### config.mk
export PLATFORM = sky130hd
export DESIGN_NAME = dsp_mac_pipe
export DESIGN_NICKNAME = d
export VERILOG_FILES = /design/src/rtl/dsp_mac_pipe.sv
export SDC_FILE = /design/constraint.sdc
export NUM_CORES = 2
export LEC_CHECK = 0
export CAP_MARGIN = 5
export CORE_ASPECT_RATIO = 1.1
export CORE_MARGIN = 5
export CORE_UTILIZATION = 40
export CTS_CLUSTER_SIZE = 16
export DETAILED_ROUTE_END_ITERATION = 16
export SLEW_MARGIN = 15
export SYNTH_ARGS = -nofsm -noshare
export SYNTH_HDL_FRONTEND = slang
export SYNTH_SLANG_ARGS = --single-unit
### constraint.sdc
create_clock -name clk -period 26 [get_ports clk]
set_input_delay 5.2 -clock clk [delete_from_list [all_inputs] [get_ports clk]]
set_output_delay 5.2 -clock clk [all_outputs]
set_load 0.05 [all_outputs]
### src/rtl/dsp_mac_pipe.sv
// Signed pre-add / multiply / post-add-accumulate pipeline with MULT, MAC, DOT and SUB modes.
// Latency: 3 cycles from accept to result (S1 operands, S2 product, S3 result/accumulator).
// Backpressure: a held result (out_valid & !out_ready) freezes every stage; in_ready = !out_valid | out_ready.
module dsp_mac_pipe #(
  parameter int A_W   = 18,
  parameter int B_W   = 18,
  parameter int C_W   = 48,
  parameter int P_W   = 48,
  parameter int LEN_W = 8
) (
  input  logic             clk,
  input  logic             rst_n,
  input  logic             in_valid,
  output logic             in_ready,
  input  logic [A_W-1:0]   a,
  input  logic [B_W-1:0]   b,
  input  logic [B_W-1:0]   d,
  input  logic [C_W-1:0]   c,
  input  logic             preadd_en,
  input  logic             preadd_sub,
  input  logic [1:0]       mode,
  input  logic             clr,
  input  logic             sat_en,
  input  logic [LEN_W-1:0] dot_len,
  output logic             out_valid,
  input  logic             out_ready,
  output logic [P_W-1:0]   p,
  output logic             ovf,
  output logic             dot_done
);

  localparam int MW = A_W + B_W + 1;  // product width
  localparam int SW = P_W + 1;        // post-adder width, one guard bit for overflow detection

  localparam logic [1:0] MODE_MULT = 2'b00;
  localparam logic [1:0] MODE_MAC  = 2'b01;
  localparam logic [1:0] MODE_DOT  = 2'b10;
  localparam logic [1:0] MODE_SUB  = 2'b11;

  // The only stall source is a result the consumer has not taken yet.
  logic adv;
  assign adv      = !(out_valid && !out_ready);
  assign in_ready = adv;

  // ---------------- S1: operand and control capture ----------------
  logic             s1_vld;
  logic [A_W-1:0]   s1_a;
  logic [B_W-1:0]   s1_b;
  logic [B_W-1:0]   s1_d;
  logic [C_W-1:0]   s1_c;
  logic             s1_preadd_en;
  logic             s1_preadd_sub;
  logic [1:0]       s1_mode;
  logic             s1_clr;
  logic             s1_sat;
  logic [LEN_W-1:0] s1_len;

  // Capture the incoming beat; a cycle without in_valid becomes a bubble.
  always_ff @(posedge clk or negedge rst_n) begin
    if (!rst_n) begin
      s1_vld        <= 1'b0;
      s1_a          <= '0;
      s1_b          <= '0;
      s1_d          <= '0;
      s1_c          <= '0;
      s1_preadd_en  <= 1'b0;
      s1_preadd_sub <= 1'b0;
      s1_mode       <= MODE_MULT;
      s1_clr        <= 1'b0;
      s1_sat        <= 1'b0;
      s1_len        <= '0;
    end else if (adv) begin
      s1_vld        <= in_valid;
      s1_a          <= a;
      s1_b          <= b;
      s1_d          <= d;
      s1_c          <= c;
      s1_preadd_en  <= preadd_en;
      s1_preadd_sub <= preadd_sub;
      s1_mode       <= mode;
      s1_clr        <= clr;
      s1_sat        <= sat_en;
      s1_len        <= dot_len;
    end
  end

  // ---------------- S2: pre-add and multiply ----------------
  // Operands are sign-extended to the full product width so the modular
  // product equals the exact signed product (it always fits in MW bits).
  logic [B_W:0]  b_ext;
  logic [B_W:0]  d_ext;
  logic [B_W:0]  pre_sum;
  logic [B_W:0]  mul_op;
  logic [MW-1:0] a_wide;
  logic [MW-1:0] op_wide;
  logic [MW-1:0] m_prod;

  assign b_ext   = {s1_b[B_W-1], s1_b};
  assign d_ext   = {s1_d[B_W-1], s1_d};
  assign pre_sum = s1_preadd_sub ? (d_ext - b_ext) : (d_ext + b_ext);
  assign mul_op  = s1_preadd_en ? pre_sum : b_ext;
  assign a_wide  = {{(MW-A_W){s1_a[A_W-1]}}, s1_a};
  assign op_wide = {{(MW-B_W-1){mul_op[B_W]}}, mul_op};
  assign m_prod  = a_wide * op_wide;

  logic             s2_vld;
  logic [MW-1:0]    s2_m;
  logic [C_W-1:0]   s2_c;
  logic [1:0]       s2_mode;
  logic             s2_clr;
  logic             s2_sat;
  logic [LEN_W-1:0] s2_len;

  // Register the product alongside the controls still needed by S3.
  always_ff @(posedge clk or negedge rst_n) begin
    if (!rst_n) begin
      s2_vld  <= 1'b0;
      s2_m    <= '0;
      s2_c    <= '0;
      s2_mode <= MODE_MULT;
      s2_clr  <= 1'b0;
      s2_sat  <= 1'b0;
      s2_len  <= '0;
    end else if (adv) begin
      s2_vld  <= s1_vld;
      s2_m    <= m_prod;
      s2_c    <= s1_c;
      s2_mode <= s1_mode;
      s2_clr  <= s1_clr;
      s2_sat  <= s1_sat;
      s2_len  <= s1_len;
    end
  end

  // ---------------- S3: post-add / accumulate ----------------
  logic [LEN_W-1:0] dot_cnt;   // beats of the current group already absorbed
  logic [LEN_W-1:0] dot_len_q; // group length latched on the group's first beat

  logic [SW-1:0]    m_ext;
  logic [SW-1:0]    c_ext;
  logic [SW-1:0]    acc_ext;
  logic             dot_first;
  logic [LEN_W-1:0] len_eff;
  logic [LEN_W-1:0] dot_tgt;
  logic [LEN_W-1:0] cnt_nxt;
  logic             dot_end;
  logic [SW-1:0]    base;
  logic [SW-1:0]    sum;
  logic             ovf_c;
  logic [P_W-1:0]   p_max;
  logic [P_W-1:0]   p_min;
  logic [P_W-1:0]   p_c;

  assign m_ext     = {{(SW-MW){s2_m[MW-1]}}, s2_m};
  assign c_ext     = {{(SW-C_W){s2_c[C_W-1]}}, s2_c};
  assign acc_ext   = {p[P_W-1], p};
  assign dot_first = s2_clr || (dot_cnt == '0);
  assign len_eff   = (s2_len == '0) ? LEN_W'(1) : s2_len;
  assign dot_tgt   = dot_first ? len_eff : dot_len_q;
  assign cnt_nxt   = dot_first ? LEN_W'(1) : (dot_cnt + LEN_W'(1));
  assign dot_end   = (cnt_nxt == dot_tgt);
  assign p_max     = {1'b0, {(P_W-1){1'b1}}};
  assign p_min     = {1'b1, {(P_W-1){1'b0}}};

  // Select the post-adder's other operand: C, the running accumulator, or zero on a restart.
  always_comb begin
    base = c_ext;
    case (s2_mode)
      MODE_MAC: base = s2_clr ? '0 : acc_ext;
      MODE_DOT: base = dot_first ? '0 : acc_ext;
      default:  base = c_ext;
    endcase
  end

  assign sum   = (s2_mode == MODE_SUB) ? (base - m_ext) : (base + m_ext);
  assign ovf_c = sum[P_W] ^ sum[P_W-1];
  assign p_c   = (ovf_c && s2_sat) ? (sum[P_W] ? p_min : p_max) : sum[P_W-1:0];

  // Update result, flags and the dot-product group counter; bubbles leave the accumulator alone.
  always_ff @(posedge clk or negedge rst_n) begin
    if (!rst_n) begin
      out_valid <= 1'b0;
      p         <= '0;
      ovf       <= 1'b0;
      dot_done  <= 1'b0;
      dot_cnt   <= '0;
      dot_len_q <= '0;
    end else if (adv) begin
      if (s2_vld) begin
        p   <= p_c;
        ovf <= ovf_c;
        if (s2_mode == MODE_DOT) begin
          out_valid <= dot_end;
          dot_done  <= dot_end;
          dot_cnt   <= dot_end ? '0 : cnt_nxt;
          if (dot_first) begin
            dot_len_q <= len_eff;
          end
        end else begin
          out_valid <= 1'b1;
          dot_done  <= 1'b0;
          dot_cnt   <= '0;
        end
      end else begin
        out_valid <= 1'b0;
        dot_done  <= 1'b0;
      end
    end
  end

endmodule

==> metrics.md <==
| Metric | Value |
|---|---|
| Total Wirelength | 72.3 mm |
| RSZ-0062 raised after global routing | false |
| Worst-case clock buffer depth | 3 |
| Pre-Repair DR Iteration Count | 4 |
| Maxcap violations | 0 |
| Via count | about 22000 |
| Io pins | ~170 |
| Critical path's slowest cell | clkdlybuf4s50_1 |
| CP peak stage delay | approximately 770 ps |
| Period minus WS final | 12480 ps |
| Placed Area | 31400 µm² |
| 1st-iter DRT viols | 1347 |
| # DRC | 0 |
| Layout cells sized above 1 | 0.0388 |
| CTS root buffer | clkbuf_16 |
| Critical path depth in cells | 5 |
| CTS tree | done |
| Total gr overflow | 0 |
| Post-Synth Adder-Cell Area | 0.310 |
| Final net count | around 4000 |
| Most frequent cell after synthesis | nand2_1 |
| Synth Warn # | 0 |
| Global-route wire length before repair | about 120 mm |
| CTS buffer count | 35 |
| Hold depth | 2 |
| Endpoints failing setup | 0 |
| Post-DR vias/cell | ~5 |
| Resize count post-CTS | 0 |
| Die Width | 266 µm |
| Register area share after synthesis | 0.244 |
| Finished Layout Cells | 4350 |
| Startpoint Class | input port |
| Synth top area share | 0.244 |
| Clock transition at path regs | approximately 60 ps |
| XOR/XNOR share of the synthesized area | 0.0535 |
| Final Hold Vio Count | 0 |
| Mapped cell area | between 20000 and 30000 µm² |
| Vias in the first global route | 22500 |
| Pins over their slew limit | 0 |
| WP data arrival | 7280 ps |
| Delay-heaviest family, CP | buffers and inverters |
| Final GP Congestion | 0.861 |
| Critical-path cell list | clkdlybuf4s50_1 > nor2b_4 > buf_4 > inv_8 > clkdlybuf4s50_1 |
| FILL cells | 7043 |
| Top post-synthesis cells by area | dfrtp_1 (24%), fa_1 (24%), nand2_1 (10%) |
| Mux contribution to synthesized area | 0.0105 |
| Avg Inst Size Synth | 8.74 µm² |
| Slew margin rel. | 0.221 |
| Critical path peak fanout | 48 |
| Ys flop type | dfrtp_1 |
| Finished Cell Area | 32700 µm² |
| Detail Route Antenna Nets | 0 |
| Status | finished clean |
| Avg WL per Cell | 16.6 µm |
| Largest family of logic cells by synthesized area | adder cells |
| Syn nets | 3943 |
| Post-DP HPWL | around 55 mm |
| Tcrit/Tclk final | 0.480 |
| Cell taking the most area after synthesis | dfrtp_1 |
| Critical path endpoint category | output pin |
| Number of synthesized register bits | between 200 and 300 |
| CP required | 20800 ps |
| Synth Area in Compound Gates | 0.118 |
| Die ar. | 77800 µm² |
| Hold-fix buffers, CTS | 0 |
| Hold WC Path Type | register to register |
| Fmax | 0.0801 GHz |
| Synthesized instance count | 3311 |
| Area of the core | 71800 µm² |
| Clock skew | 18.2 ps |
| Port Buffers | 171 |
| Die height | 292 µm |
| Async SR Flop Fraction | 1.00 |
| Clk sinks | 282 |
| Leading cell types by count after synthesis | nand2_1 (796), inv_1 (443), fa_1 (340) |
| Largest net degree at the start of global routing | 168 |
| Initial antenna violation count | 2 |
| Skew-Pair Late Insertion Delay | 540 ps |
| Layout area overhead | 12.9% |
| Critical Setup Path Class | input port to output pin |
| Reg2Reg Depth | 36 |
| H-tree depth | 2 |
| Row count | 103 |
| Post-Place Cells | 4290 |
| Distinct cells, synth | 79 |
| GRT Total Usage | 0.186 |
| Post-CTS setup buffers | 0 |
| Post-route setup TNS | 0 ps |
| CP bufs+invs | 4 |
| Number of synthesized flops with an enable pin | 0 |
| Least-Margin Pin Slew | roughly 1200 ps |
| Initial core utilization | 0.403 |
| CP most frequent cell | clkdlybuf4s50_1 |
| Synth Area in Simple Gates | 0.185 |
## cells by family after synthesis
logic type	Yosys count
compound gates	491
xor+xnor	174
fa+ha+maj	512
buf+inv	605
flops	282
mux	27
simple gates	1220
## final cells by class
| class | count | area, µm² | share of cell area |
|---|---|---|---|
| diodes | 1 | 2.50 | 0.0000766 |
| clock buffers | 48 | 1030 | 0.0314 |
| clock inverters | 11 | 174 | 0.00533 |
| inverters | 446 | 1680 | 0.0515 |
| multi-input cells | 2424 | 19600 | 0.601 |
| flip-flops and latches | 282 | 7060 | 0.216 |
| well taps | 945 | 1180 | 0.0362 |
| repair buffers | 193 | 1890 | 0.0580 |
## sequential cells by signal (all words and copies together) (netlist names), 2 cells and up
name and count:
s2_c 48, s2_mode 2, dot_len_q 8, s1_a 18, p 48, s1_b 18
s1_len 8, s2_len 8, s2_m 37, s1_mode 2, s1_c 48, dot_cnt 8
s1_d 18
## routing by layer
metal | up-vias | global-route usage | share of wire
met2 | 334 | 0.309 | 0.47
li1 | 10700 | - | -
met1 | 10700 | 0.262 | 0.47
met3 | 86 | 0.0249 | 0.040
met5 | - | 0 | 0
met4 | 0 | 0.0403 | 0.020
## worst reg2reg max path, delay by kind of cell, from the launching register on
family | cells | cell delay [ps]
compound gates | 15 | 3330
xor+xnor | 2 | 230
fa+ha+maj | 9 | 3840
buf+inv | 5 | 320
flops | 1 | 390
mux | 1 | 450
simple gates | 4 | 1790
## cell usage in the layout (no fill, tap or decap), drive strengths merged, types with 15 or more instances in the layout
cell,synthesis,final
mux2,17,17
o21a,15,15
inv,444,447
clkdlybuf4s50,0,170
nor3,32,32
a22o,48,48
dfrtp,282,282
nor2,119,119
ha,172,172
nor2b,16,16
nand2,797,797
clkbuf,144,48
buf,15,23
nand2b,19,19
a21o,42,42
xnor2,126,126
a21oi,125,125
and2,146,146
a31oi,19,19
nand3,25,25
o21ai,103,103
fa,340,340
xor2,48,48
o221a,46,46
## stage by stage
stage          utilization  worst slack, ps  hold slack [ps]
5_1_grt              0.455            13410              482
3_3_place_gp         0.438            13500              451
4_1_cts              0.455            13500              461
6_report             0.455            13520              463
2_1_floorplan            -            14430              439
3_5_place_dp         0.438            13510              455
## final timing paths
| path | startpoint | endpoint | slack (ps) |
|---|---|---|---|
| max in group asynchronous | rst_n | s2_c[6] | 19950 |
| setup reg to reg | s1_b[1] | s2_m[35] | 15520 |
| min in group asynchronous | rst_n | s1_c[39] | 4670 |
| hold / removal | s1_len[4] | s2_len[4] | 460 |
| setup / recovery | out_ready | in_ready | 13520 |
| hold reg to reg | s1_len[4] | s2_len[4] | 460 |
Power is not shown: default switching activity piles up to over one toggle a cycle in this logic, so the estimate is an artifact.
